`config.mk`:
```
export PLATFORM = sky130hd
export DESIGN_NAME = td4_sequencer
export DESIGN_NICKNAME = d
export VERILOG_FILES = /design/src/rtl/td4_pkg.sv /design/src/rtl/td4_decode.sv /design/src/rtl/td4_sequencer.sv
export SDC_FILE = /design/constraint.sdc
export NUM_CORES = 1
export LEC_CHECK = 0
export BUFFER_PORTS_ARGS = -buffer_cell sky130_fd_sc_hd__buf_2
export CAP_MARGIN = 15
export CORE_AREA = 2 2 39 41
export CTS_CLUSTER_SIZE = 30
export DETAILED_ROUTE_END_ITERATION = 12
export DIE_AREA = 0 0 41 43
export HOLD_SLACK_MARGIN = 0.02
export MAX_ROUTING_LAYER = met4
export PLACE_DENSITY = 0.68
export SLEW_MARGIN = 10
export SYNTH_ARGS = -nofsm -noshare
export SYNTH_HDL_FRONTEND = slang
export SYNTH_SLANG_ARGS = --single-unit
export TNS_END_PERCENT = 50
```
`constraint.sdc`:
```
create_clock -name CLK -period 4.1 [get_ports CLK]
set_clock_uncertainty 0.1 [all_clocks]
set_input_delay 0.41 -clock CLK [delete_from_list [all_inputs] [get_ports CLK]]
set_output_delay 0.41 -clock CLK [all_outputs]
set_load 0.005 [all_outputs]
```
`src/rtl/td4_pkg.sv`:
```
// Shared definitions for the TD4 control sequencer: opcodes, FSM states, ALU source
// select codes and the decoded control bundle.
package td4_pkg;

  localparam logic [3:0] OP_ADD_A  = 4'b0000;
  localparam logic [3:0] OP_MOV_AB = 4'b0001;
  localparam logic [3:0] OP_IN_A   = 4'b0010;
  localparam logic [3:0] OP_MOV_AI = 4'b0011;
  localparam logic [3:0] OP_MOV_BA = 4'b0100;
  localparam logic [3:0] OP_ADD_B  = 4'b0101;
  localparam logic [3:0] OP_IN_B   = 4'b0110;
  localparam logic [3:0] OP_MOV_BI = 4'b0111;
  localparam logic [3:0] OP_OUT_B  = 4'b1001;
  localparam logic [3:0] OP_OUT_I  = 4'b1011;
  localparam logic [3:0] OP_JNC    = 4'b1110;
  localparam logic [3:0] OP_JMP    = 4'b1111;

  typedef enum logic {
    FETCH = 1'b0,
    EXEC  = 1'b1
  } state_e;

  localparam logic [1:0] SEL_A    = 2'b00;
  localparam logic [1:0] SEL_B    = 2'b01;
  localparam logic [1:0] SEL_IN   = 2'b10;
  localparam logic [1:0] SEL_ZERO = 2'b11;

  typedef struct packed {
    logic [1:0] sel;
    logic       ld_a;
    logic       ld_b;
    logic       ld_out;
    logic       pc_inc;
    logic       pc_load;
    logic       upd_c;
  } ctrl_t;

endpackage

```
`src/rtl/td4_decode.sv`:
```
// Combinational instruction decoder: opcode plus current carry flag to control bundle.
module td4_decode
  import td4_pkg::*;
(
  input  logic [3:0] opcode,
  input  logic       c_flag,
  output ctrl_t      ctrl
);

  always_comb begin
    ctrl        = '0;
    ctrl.pc_inc = 1'b1;
    ctrl.upd_c  = 1'b1;
    case (opcode)
      OP_ADD_A:  begin ctrl.sel = SEL_A;    ctrl.ld_a   = 1'b1; end
      OP_MOV_AB: begin ctrl.sel = SEL_B;    ctrl.ld_a   = 1'b1; end
      OP_IN_A:   begin ctrl.sel = SEL_IN;   ctrl.ld_a   = 1'b1; end
      OP_MOV_AI: begin ctrl.sel = SEL_ZERO; ctrl.ld_a   = 1'b1; end
      OP_MOV_BA: begin ctrl.sel = SEL_A;    ctrl.ld_b   = 1'b1; end
      OP_ADD_B:  begin ctrl.sel = SEL_B;    ctrl.ld_b   = 1'b1; end
      OP_IN_B:   begin ctrl.sel = SEL_IN;   ctrl.ld_b   = 1'b1; end
      OP_MOV_BI: begin ctrl.sel = SEL_ZERO; ctrl.ld_b   = 1'b1; end
      OP_OUT_B:  begin ctrl.sel = SEL_B;    ctrl.ld_out = 1'b1; end
      OP_OUT_I:  begin ctrl.sel = SEL_ZERO; ctrl.ld_out = 1'b1; end
      OP_JMP: begin
        ctrl.sel     = SEL_ZERO;
        ctrl.pc_inc  = 1'b0;
        ctrl.pc_load = 1'b1;
      end
      // Jump taken only when no carry was produced by the previous instruction.
      OP_JNC: begin
        ctrl.sel     = SEL_ZERO;
        ctrl.pc_inc  = c_flag;
        ctrl.pc_load = ~c_flag;
      end
      default: begin
        ctrl.sel   = SEL_A;
        ctrl.upd_c = 1'b0;
      end
    endcase
  end

endmodule

```
`src/rtl/td4_sequencer.sv`:
```
// Two-cycle FETCH/EXEC control sequencer for the TD4 datapath; owns IR and the carry flag.
module td4_sequencer
  import td4_pkg::*;
#(
  parameter int unsigned DATA_W = 4
) (
  input  logic              CLK,
  input  logic              CLR,
  input  logic              run,
  input  logic [7:0]        rom_data,
  input  logic              alu_carry,
  output logic [1:0]        sel,
  output logic [DATA_W-1:0] im,
  output logic              ld_a,
  output logic              ld_b,
  output logic              ld_out,
  output logic              pc_inc,
  output logic              pc_load,
  output logic              c_flag,
  output logic              done
);

  state_e     state_q, state_d;
  logic [7:0] ir_q, ir_d;
  logic       c_flag_q, c_flag_d;
  ctrl_t      dec;
  logic       in_exec;

  td4_decode u_decode (
    .opcode (ir_q[7:4]),
    .c_flag (c_flag_q),
    .ctrl   (dec)
  );

  assign in_exec = (state_q == EXEC);

  always_comb begin
    state_d  = state_q;
    ir_d     = ir_q;
    c_flag_d = c_flag_q;
    unique case (state_q)
      FETCH: begin
        if (run) begin
          ir_d    = rom_data;
          state_d = EXEC;
        end
      end
      EXEC: begin
        state_d = FETCH;
        if (dec.upd_c) c_flag_d = alu_carry;
      end
    endcase
  end

  always_ff @(posedge CLK or negedge CLR) begin
    if (!CLR) begin
      state_q  <= FETCH;
      ir_q     <= 8'h00;
      c_flag_q <= 1'b0;
    end else begin
      state_q  <= state_d;
      ir_q     <= ir_d;
      c_flag_q <= c_flag_d;
    end
  end

  // Async reset forces FETCH, so the strobes fall in the same cycle CLR asserts.
  assign sel     = in_exec ? dec.sel : SEL_A;
  assign ld_a    = in_exec & dec.ld_a;
  assign ld_b    = in_exec & dec.ld_b;
  assign ld_out  = in_exec & dec.ld_out;
  assign pc_inc  = in_exec & dec.pc_inc;
  assign pc_load = in_exec & dec.pc_load;
  assign done    = in_exec;
  assign im      = ir_q[DATA_W-1:0];
  assign c_flag  = c_flag_q;

endmodule

```
## Word level (Yosys, flattened, before mapping)

Index checks and enable logic that the tools add are counted.

- Output and inout bits: 13
- Logic and storage cells: 40
- Register bits after elaboration: 10
- Bits of input ports: 12

- Reduce and logical (&&, ||, !) cells: 10
- Muxes and demuxes: 9
- Bitwise operators: 7
- Eq/ne operators: 11

Operators with widths:

| cell | number |
|---|---|
| $eq A4 B3 Y1 const B | 4 |
| $eq A4 B4 Y1 const B | 4 |
| $reduce_or A12 Y1 | 1 |
| $eq A4 B2 Y1 const B | 2 |
| $reduce_or A4 Y1 | 2 |
| $pmux W2 S3 | 1 |
| $and A1 B1 Y1 | 5 |
| $mux W1 | 5 |
| $reduce_or A5 Y1 | 1 |
| $eq A4 B1 Y1 const B | 1 |
| $logic_not A4 Y1 | 1 |
| $pmux W2 S2 | 1 |
| $reduce_and A2 Y1 | 2 |
| $reduce_or A2 Y1 | 2 |
| $reduce_or A3 Y1 | 1 |
| $mux W2 | 1 |
| $not A1 Y1 | 2 |
| $pmux W1 S2 | 1 |

## Logic depth before layout (Yosys ltp)

Gate-level depths: netlist of the first run.

- Word-level depth: 4
- Gate-level depth with buffers: 4
- Mapped depth without buffers: 3

## Hierarchy

Synthesis of the first run repeated with hierarchy kept, for this count alone.

- Cell total of the unflattened synthesis: 47
- Area, all modules: 568.0 µm²

By module, submodules not included:

| module | instances | sequential area each (µm²) | area an instance (µm²) | cells an instance |
|---|---|---|---|---|
| td4_sequencer | 1 | 250.2 | 488.0 | 33 |
| td4_decode | 1 | 0.0 | 80.1 | 14 |

## Least setup slack after synthesis of the first run

Ideal clock, no wire load.

- Path kind: register to register
- Start point: register ir_q[6]
- End point: register c_flag_q, in the netlist c_flag
- Path buffers: 1
- Slack: 2691 ps
- Setup time: 127 ps
- Clock period less this slack: 1409 ps
- Arrival time: 1182 ps
- Stages on the path, launching flop included: 5
- Data required time: 3873 ps
- Cells stage by stage: dfrtp_1 -> buf_6 -> mux2_4 -> o21ai_2 -> mux2_1

- Longest elaborated chain between the ends: 4
- Elaborated cells on any way between the ends: 15
- Classes of those cells: eq/ne (11); mux (1); reduce/logical (3)

RTL lines:

| item | RTL line | text |
|---|---|---|
| start, declared | td4_sequencer.sv:24 | `logic [7:0] ir_q, ir_d;` |
| start signal, assigned | td4_sequencer.sv:62 | `ir_q <= ir_d;` |
| $eq A4 B1 Y1, or another cell as far along | td4_decode.sv:14 | `case (opcode)` |
| $reduce_or A12 Y1 (no source line) * | -- |  |
| $mux W1 * | td4_decode.sv:14 |  |
| $reduce_and A2 Y1 (no source line) * | -- |  |
| end signal, assigned | td4_sequencer.sv:63 | `c_flag_q <= c_flag_d;` |
| end, declared | td4_sequencer.sv:25 | `logic c_flag_q, c_flag_d;` |

Every way passes the cells marked *; elsewhere a longest branch is shown, timed or not.
A chain may end at the register's enable or synchronous reset.

## Worst setup path in the final report of the first run

- Start point: register ir_q[6]
- End point: output pc_load

- Longest elaborated chain between the ends: 3
- Elaborated cells on any way between the ends: 4
- Classes of those cells: eq/ne (2); mux (1); bitwise (1)

RTL lines:

| item | RTL line | text |
|---|---|---|
| $eq A4 B4 Y1 | td4_decode.sv:14 |  |
| $pmux W2 S2 * | td4_decode.sv:14 |  |
| $and A1 B1 Y1 * | td4_sequencer.sv:73 | `assign pc_load = in_exec & dec.pc_load;` |
| end, declared | td4_sequencer.sv:18 | `output logic pc_load,` |

Marks and branches as above.

==> results of run 1 <==
## power breakdown
part / switching, mW / leakage [nW] / total [mW] / internal (mW)
combinational: 0.0209 / 0.189 / 0.0516 / 0.0307
clock: 0.0305 / 0.0138 / 0.0642 / 0.0338
sequential: 0.0131 / 0.119 / 0.126 / 0.113
## tightest hold or removal path: stages
cell and delay [ns]:
buf_2 0.08, nand2_1 0.04, o21ai_0 0.06
## metal layers
metal  up-vias  routed length (µm)  share of wire, %  track usage, %
met2        19                 406                46           17.81
met5         -                   0                 0               -
met3         2                  66               7.5           1.571
met1       173                 389                44           13.22
li1        190                   -                 -               -
met4         0                  18               2.0           10.00
## how the worst max path moves through the flow
stage	start	endpoint	slack, ns	cells past startpoint
after floorplan	ir_q[6]$_DFFE_PN0P_	c_flag$_DFFE_PN0P_	2.69	4
after global placement	run	ir_q[2]$_DFFE_PN0P_	2.40	3
after detailed placement	done$_DFF_PN0_	ir_q[2]$_DFFE_PN0P_	2.36	2
after CTS	ir_q[6]$_DFFE_PN0P_	pc_load	2.30	4
after global routing	ir_q[6]$_DFFE_PN0P_	pc_load	2.22	4
final	ir_q[6]$_DFFE_PN0P_	pc_load	2.32	4
## cell families (layout without fill, tap and decap cells)
group	count (synthesis)	after routing	share of synthesized area [%]
DFF	10	10	49.38
AOI/OAI and AO/OA	6	6	8.148
buffers and inverters	8	30	11.85
muxes	8	8	18.52
and+or+nand+nor	12	12	12.10
## through the flow
stage / power (mW) / hold slack (ns) / setup slack, ns
5_1_grt: 0.2578 / 0.2718 / 2.221
3_3_place_gp: 0.1786 / 0.1768 / 2.399
6_report: 0.2421 / 0.2600 / 2.325
4_1_cts: 0.2466 / 0.2514 / 2.296
2_1_floorplan: 0.1675 / 0.01441 / 2.691
3_5_place_dp: 0.1803 / 0.1786 / 2.357
## placed cells by master, fill, tap and decap left out, drive strengths merged
cell type / synthesis / routed
and3: 1 / 1
inv: 2 / 2
nor3: 1 / 1
nand3: 1 / 1
nor3b: 1 / 1
buf: 6 / 24
a21boi: 1 / 1
nand2: 5 / 5
o21ai: 3 / 3
dfrtp: 10 / 10
clkbuf: 0 / 3
a21oi: 1 / 1
nor2b: 2 / 2
mux2: 8 / 8
and2: 1 / 1
o311a: 1 / 1
dlygate4sd3: 0 / 1
## synth_stat cells (all sizes together)
cell type  number  area [µm²]
nor3            1       5.000
and3            1       6.260
a21oi           1       5.000
inv             2       7.510
nand2           5       18.77
and2            1       6.260
mux2            8       93.83
o311a           1       10.01
o21ai           3       18.77
buf             6       52.55
nor3b           1       7.510
nor2b           2       12.51
a21boi          1       7.510
nand3           1       5.000
dfrtp          10       250.2
## registers in the layout, summed over array words and instances, names as in the netlist
| signal | flops |
|---|---|
| ir_q | 8 |
| c_flag | 1 |
| done | 1 |
## final cells by class
| type | instances | area (µm²) | area share (%) |
|---|---|---|---|
| sequential | 10 | 250.2 | 39.92 |
| multi-input combinational | 26 | 196.4 | 31.34 |
| timing repair buffer | 25 | 130.1 | 20.76 |
| clock buffer | 3 | 22.52 | 3.593 |
| tap | 16 | 20.02 | 3.194 |
| inverter | 2 | 7.507 | 1.198 |
==> flow_metrics.tcl, run 1 <==
set metrics [dict create \
    wl_um 880 \
    hold_end "ir_q[7]$_DFFE_PN0P_" \
    setup_violations 0 \
    wl_per_cell_um 10.73 \
    cts_tree "yes" \
    first_global_vias 347 \
    track_usage_pct 11.92 \
    num-nets-final 80 \
    cts_sinks 10 \
    cts_buffers 3 \
    rsz0062_at_grt "false" \
    fp.dieW_um 41 \
    io_buffers 24 \
    ys_seq_area_share_pct 49.38 \
    crit_type "reg -> out" \
    cp_num_buf_inv 1 \
    vias_per_cell 4.683 \
    clock_latency_ns 0.26 \
    cp.required_ns 3.59 \
    grt_overflow 0 \
    pin_count 25 \
    period_needed_ns 1.775 \
    synth_area_um2 506.7 \
    hp-class "in -> reg" \
    grt_antenna_before_repair 0 \
    placement_rows 14 \
    antenna_cells 0 \
    relSlewSlack_pct 50.45 \
    clockRootBuffer "clkbuf_4" \
    path_cells "nand3_1 > a21oi_1 > and2_1 > buf_2" \
    final.setup.tns_ns 0 \
    r2r-start "done$_DFF_PN0_" \
    layout-drive-gt1-share_pct 53.03 \
    clock.fmax_mhz 563.3 \
    drt-pass1-iter-count 1 \
    synth_nets 56 \
    dpl_cell_area_um2 594.3 \
    status "finished clean" \
    tightest_slew_ns 0.7418 \
    ctsLongestPathBuffers 2 \
    final_cell_area_um2 626.9 \
    hold_violations 0 \
    ctsResizeCount 0 \
    reg2regPathDepth 2 \
    synthCells 44 \
    num-fill-cells 141 \
    post_cts_buffers 0 \
    p_leak_nw 0.3218 \
    fin_crit_sh_pct 43.30 \
    slowest_delay_ns 0.47 \
    core_area_mm2 0.001384 \
    grt_max_degree 12 \
    gp_congestion 0.7161 \
    ys.warnings.count 0 \
    cts_hold_buffers 1 \
    maxSlewViolCount 0 \
    power_density_mw_per_mm2 386.2 \
    critPathArrivalTime_ns 1.27 \
    grt_pass1_wl_mm 1.345 \
    route.detailed.drc 0 \
    final_util_pct 45.30 \
    worst_path_max_delay_cell "dfrtp_1" \
    r2r_setup_slack_ns 2.37 \
    hpwl_um 670.3 \
    vias 384 \
    critPathMaxFanout 8 \
    synth_seq_cells 10 \
    htreeDepth 1 \
    critPathLaunchType "flop" \
    ir_worst_vdd_v 0.0001912 \
    worstHoldStart "rom_data[7]" \
    antenna_left 0 \
    max-cap-violations 0 \
    dp.cells 78 \
    crit_family "flip-flops" \
    syn_avg_cell_area_um2 11.52 \
    die_h_um 43 \
    drtIter0Drc 0 \
    die_area_mm2 0.001763 \
    clk_pin_slew_worst_paths_ns 0.06 \
    initial_core_util_pct 36.62 \
    yosysUniqueCellTypes 19 \
    holdPathStages 3 \
    timing.rr.end "ir_q[2]$_DFFE_PN0P_" \
    syn2layout_area_growth_pct 23.70 \
    end_kind "output port" \
    final_cells 82 \
]
(Power assumes the default switching activity.)
==> run 2: changes to the inputs <==
==> constraint.sdc (replaced) <==
create_clock -name CLK -period 1.8 [get_ports CLK]
set_clock_uncertainty 0.1 [all_clocks]
set_input_delay 0.18 -clock CLK [delete_from_list [all_inputs] [get_ports CLK]]
set_output_delay 0.18 -clock CLK [all_outputs]
set_load 0.005 [all_outputs]
==> run 2 against run 1 <==
  * Flip-flop and latch count did not move
  * Sequential share of layout area fell by 1.7 points
  * Cell area rose by 4.4%
  * Non-clock buffer count rose by 3
  * Final cell count rose by 3.7%
  * Via count rose by 4.4%
  * Clock power rose by 130%
  * Die area did not move
  * Combinational power rose by 140%
  * Count of clock-buffer cells in the layout did not move
  * Global-route usage rose by 0.72 points
  * Critical endpoint unchanged
  * Largest power group unchanged
==> flow_metrics.tcl, run 2 (synthesis results as in run 1) <==
set metrics [dict create \
    hp-class "in -> reg" \
    power_switching_share_pct 26.52 \
    wl_per_cell_um 10.92 \
    clock_latency_ns 0.25 \
    p_leak_nw 0.3352 \
    post_cts_buffers 0 \
    relSlewSlack_pct 82.72 \
    period_needed_ns 1.555 \
    first_global_vias 343 \
    maxSlewViolCount 0 \
    layout-drive-gt1-share_pct 52.17 \
    critPathArrivalTime_ns 1.28 \
    seqPwrFrac_pct 52.0 \
    final.setup.tns_ns 0 \
    grt_pass1_wl_mm 1.414 \
    clk_pin_slew_worst_paths_ns 0.06 \
    vias 401 \
    fp.dieW_um 41 \
    drtIter0Drc 3 \
    placement_rows 14 \
    power_density_mw_per_mm2 851.1 \
    setup_violations 0 \
    syn2layout_area_growth_pct 29.14 \
    hold_end "c_flag$_DFFE_PN0P_" \
    critPathLaunchType "flop" \
    route.detailed.drc 0 \
    die_area_mm2 0.001763 \
    max-cap-violations 0 \
    hold_violations 0 \
    htreeDepth 1 \
    pin_count 25 \
    gp_congestion 0.6193 \
    reg2regPathDepth 3 \
    p_int_mw 0.4092 \
    antenna_cells 0 \
    final_util_pct 47.29 \
    antenna_left 0 \
    end_kind "output port" \
    final_common_cell "buf_2" \
    final_cell_mix "buf_2 (24), dfrtp_1 (10), mux2_2 (6), nand2_1 (5)" \
    vias_per_cell 4.718 \
    num-nets-final 83 \
    net-switching-power_mw 0.1477 \
    ctsLongestPathBuffers 2 \
    largest-register "ir_q" \
    ir_worst_vdd_v 0.0004460 \
    fin_crit_sh_pct 86.40 \
    crit_type "reg -> out" \
    tightest_slew_ns 0.2592 \
    cts_tree "yes" \
    rsz0062_at_grt "false" \
    status "finished clean" \
    critPathMaxFanout 8 \
    grt_antenna_before_repair 0 \
    power_frac_comb_pct 22.0 \
    r2r-start "ir_q[6]$_DFFE_PN0P_" \
    grt_overflow 0 \
    drt-pass1-iter-count 4 \
    whs_ns 0.03673 \
    largest_reg_flops 8 \
    die_h_um 43 \
    cp.required_ns 1.52 \
    holdPathStages 2 \
    clockRootBuffer "clkbuf_4" \
    io_buffers 24 \
    cts_sinks 10 \
    r2r_setup_slack_ns 0.36 \
    core_area_mm2 0.001384 \
    clock.fmax_mhz 643.0 \
    wl_um 928 \
    track_usage_pct 12.64 \
    timing.rr.end "c_flag$_DFFE_PN0P_" \
    worstHoldStart "alu_carry" \
    initial_core_util_pct 36.62 \
    grt_max_degree 12 \
    clock_power_share_pct 26.1 \
    cts_buffers 3 \
]
==> run 2: cell count changes in the layout (fill, tap and decap cells not counted), sizes merged <==
| cell | before | now |
|---|---|---|
| dlygate4sd3 | 1 | 3 |
| buf | 24 | 25 |
==> run 2: worst max-delay path by stage <==
stage / start / endpoint / slack [ns] / depth (start not counted)
4_1_cts: ir_q[6]$_DFFE_PN0P_ / pc_load / 0.25 / 4
5_1_grt: ir_q[6]$_DFFE_PN0P_ / pc_load / 0.16 / 4
6_report: ir_q[6]$_DFFE_PN0P_ / pc_load / 0.24 / 4
3_5_place_dp: ir_q[6]$_DFFE_PN0P_ / c_flag$_DFFE_PN0P_ / 0.37 / 3
3_3_place_gp: ir_q[6]$_DFFE_PN0P_ / c_flag$_DFFE_PN0P_ / 0.39 / 3
2_1_floorplan: ir_q[6]$_DFFE_PN0P_ / c_flag$_DFFE_PN0P_ / 0.39 / 4
==> run 2: per-layer routing <==
layer	up-vias	global-route usage, %	share of wire, %
met3	0	4.712	7.2
met5	-	-	0
met4	0	6.000	0
li1	194	-	-
met2	17	19.06	50
met1	190	14.19	43
==> run 2: worst max-delay path: stages, from the launching register on <==
cell and delay [ns]:
dfrtp_1 0.47, nand3_1 0.14, a21oi_1 0.16, and2_1 0.14, buf_2 0.10
==> run 2: per-stage QoR <==
| stage | std cells | area [µm²] | power [mW] | setup WS, ns |
|---|---|---|---|---|
| after global placement | 79 | 601.8 | 0.4080 | 0.3919 |
| final | 85 | 654.4 | 0.5569 | 0.2448 |
| after global routing | 85 | 654.4 | 0.5895 | 0.1648 |
| after detailed placement | 79 | 601.8 | 0.4135 | 0.3686 |
| after CTS | 85 | 654.4 | 0.5685 | 0.2489 |
| after floorplan | 44 | 506.7 | 0.3814 | 0.3909 |
==> run 2: layout make-up <==
type                    count  area [µm²]
fillers                   133       729.5
flip-flops and latches     10       250.2
multi-input cells          26       196.4
clock buffers               3       22.52
well taps                  16       20.02
inverters                   2       7.507
repair buffers             28       157.7
==> run 2: power by group through the flow <==
stage | logic, mW | registers [mW] | clock network, mW
floorplan | 0.0987 | 0.283 | 0
global placement | 0.118 | 0.290 | 0
detailed placement | 0.120 | 0.293 | 0
CTS | 0.125 | 0.290 | 0.154
global route | 0.138 | 0.295 | 0.157
finish | 0.122 | 0.289 | 0.145
==> run 2: what timing repair did <==
action,4_1_cts,5_1_grt
endpoints found under the hold margin,12,0
resized for setup,0,0
setup endpoints to repair,0,0
hold buffers,3,0
==> run 3: changes to the inputs <==
--- a/config.mk
+++ b/config.mk
@@ -8,12 +8,14 @@
 export BUFFER_PORTS_ARGS = -buffer_cell sky130_fd_sc_hd__buf_2
 export CAP_MARGIN = 15
 export CORE_AREA = 2 2 39 41
+export CTS_BUF_LIST = sky130_fd_sc_hd__clkbuf_4 sky130_fd_sc_hd__clkbuf_8 sky130_fd_sc_hd__clkbuf_16
 export CTS_CLUSTER_SIZE = 30
 export DETAILED_ROUTE_END_ITERATION = 12
 export DIE_AREA = 0 0 41 43
 export HOLD_SLACK_MARGIN = 0.02
 export MAX_ROUTING_LAYER = met4
 export PLACE_DENSITY = 0.68
+export RECOVER_POWER = 100
 export SLEW_MARGIN = 10
 export SYNTH_ARGS = -nofsm -noshare
 export SYNTH_HDL_FRONTEND = slang
==> run 3 against run 2 <==
  * Count of clock-buffer cells in the layout is the same
  * Worst setup slack improved by 0.021 ns
  * Global-route usage stayed put
  * Die area stayed put
  * First-iteration DRC count stayed put
  * Fmax rose by 1.3%
  * Largest cell class unchanged
  * Largest power group unchanged
==> flow_metrics.tcl, run 3 (synthesis results as in run 1) <==
set metrics [dict create \
    clk_pin_slew_worst_paths_ns 0.06 \
    num-nets-final 83 \
    clockRootBuffer "clkbuf_4" \
    syn2layout_area_growth_pct 26.17 \
    maxSlewViolCount 0 \
    antenna_cells 0 \
    post_cts_buffers 0 \
    critPathArrivalTime_ns 1.25 \
    track_usage_pct 12.64 \
    antenna_left 0 \
    wl_um 939 \
    worst_path_max_delay_cell "dfrtp_1" \
    core_area_mm2 0.001384 \
    critPathLaunchType "flop" \
    ir_worst_vdd_v 0.0004443 \
    final_cell_area_um2 639.4 \
    grt_pass1_wl_mm 1.414 \
    tightest_slew_ns 0.5321 \
    power_density_mw_per_mm2 855.6 \
    placement_rows 14 \
    critPathMaxFanout 8 \
    final_cells 85 \
    critPathLaunch "ir_q[6]$_DFFE_PN0P_" \
    endpoint "pc_load" \
    cts_tree "yes" \
    first_global_vias 343 \
    rsz0062_at_grt "false" \
    pin_count 25 \
    die_h_um 43 \
    hp-class "in -> reg" \
    grt_max_degree 12 \
    cp_num_buf_inv 1 \
    r2r_setup_slack_ns 0.34 \
    wl_per_cell_um 11.05 \
    drt-pass1-iter-count 4 \
    drtIter0Drc 3 \
    path_cells "nand3_1 > a21oi_1 > and2_0 > buf_2" \
    dpl_cell_area_um2 601.8 \
    p_leak_nw 0.2989 \
    layout-drive-gt1-share_pct 37.68 \
    gp_congestion 0.6193 \
    reg2regPathDepth 3 \
    largest_reg_flops 8 \
    slowest_delay_ns 0.46 \
    dp.cells 79 \
    route.detailed.drc 0 \
    io_buffers 24 \
    grt_antenna_before_repair 0 \
    grt_overflow 0 \
    initial_core_util_pct 36.62 \
    htreeDepth 1 \
    status "finished clean" \
    clock_latency_ns 0.25 \
    relSlewSlack_pct 64.53 \
    fin_crit_sh_pct 85.25 \
    final_common_cell "buf_2" \
    vias_per_cell 4.741 \
    end_kind "output port" \
    final_cell_mix "buf_2 (15), dfrtp_1 (10), clkbuf_1 (9), mux2_2 (6), nand2_1 (5)" \
    crit_family "flip-flops" \
    crit_type "reg -> out" \
    period_needed_ns 1.535 \
    vias 403 \
    ctsResizeCount 0 \
    r2r-start "ir_q[6]$_DFFE_PN0P_" \
    die_area_mm2 0.001763 \
    post-place-ws_ns 0.3686 \
    setup_violations 0 \
    layout_setup_ws_ns 0.2654 \
    cp.required_ns 1.52 \
    ctsLongestPathBuffers 2 \
    fp.dieW_um 41 \
    largest-register "ir_q" \
    clock.fmax_mhz 651.6 \
    power_mw 0.5470 \
    max-cap-violations 0 \
    crit_cells 4 \
    cts_sinks 10 \
    final.setup.tns_ns 0 \
    timing.rr.end "c_flag$_DFFE_PN0P_" \
    cts_buffers 3 \
    hold_violations 0 \
]
==> run 3: routing by layer <==
layer / GRT usage (%) / share of wire, % / vias up
li1: - / - / 194
met1: 14.19 / 42 / 187
met2: 19.06 / 49 / 22
met3: 4.712 / 9.1 / 0
met4: 6.000 / 0 / 0
met5: - / 0 / -
==> run 3: worst min path at each step <==
stage               cells past startpoint             endpoint  startpoint  slack [ns]
floorplan                               0   c_flag$_DFFE_PN0P_         CLR       -0.22
global placement                        1  ir_q[0]$_DFFE_PN0P_         CLR       -0.05
detailed placement                      1  ir_q[3]$_DFFE_PN0P_         CLR       -0.05
CTS                                     2   c_flag$_DFFE_PN0P_   alu_carry        0.03
global route                            2   c_flag$_DFFE_PN0P_   alu_carry        0.04
finish                                  2   c_flag$_DFFE_PN0P_   alu_carry        0.04
==> run 3: final cells by class <==
class                      instances  area [µm²]
fill                             136       744.5
sequential                        10       250.2
multi-input combinational         26       192.7
timing repair buffer              28       146.4
clock buffer                       3       22.52
tap                               16       20.02
inverter                           2       7.507
==> run 3: repair_timing <==
item                                    4_1_cts  5_1_grt
endpoints found under the hold margin        12        0
hold buffers                                  3        0
endpoints found under the setup margin        0        0
==> run 3: power by group <==
part           leakage, nW  switching (mW)  internal (mW)  total (mW)
registers            0.119          0.0310          0.258       0.289
clock network       0.0138          0.0678         0.0768       0.145
logic                0.166          0.0483         0.0653       0.114
total                0.299           0.147          0.400       0.547
==> run 3: through the flow <==
step / hold slack [ns] / utilization (%)
2_1_floorplan: -0.2156 / -
3_3_place_gp: -0.04908 / 43.49
3_5_place_dp: -0.04627 / 43.49
4_1_cts: 0.03071 / 47.29
5_1_grt: 0.04160 / 46.20
6_report: 0.03685 / 46.20
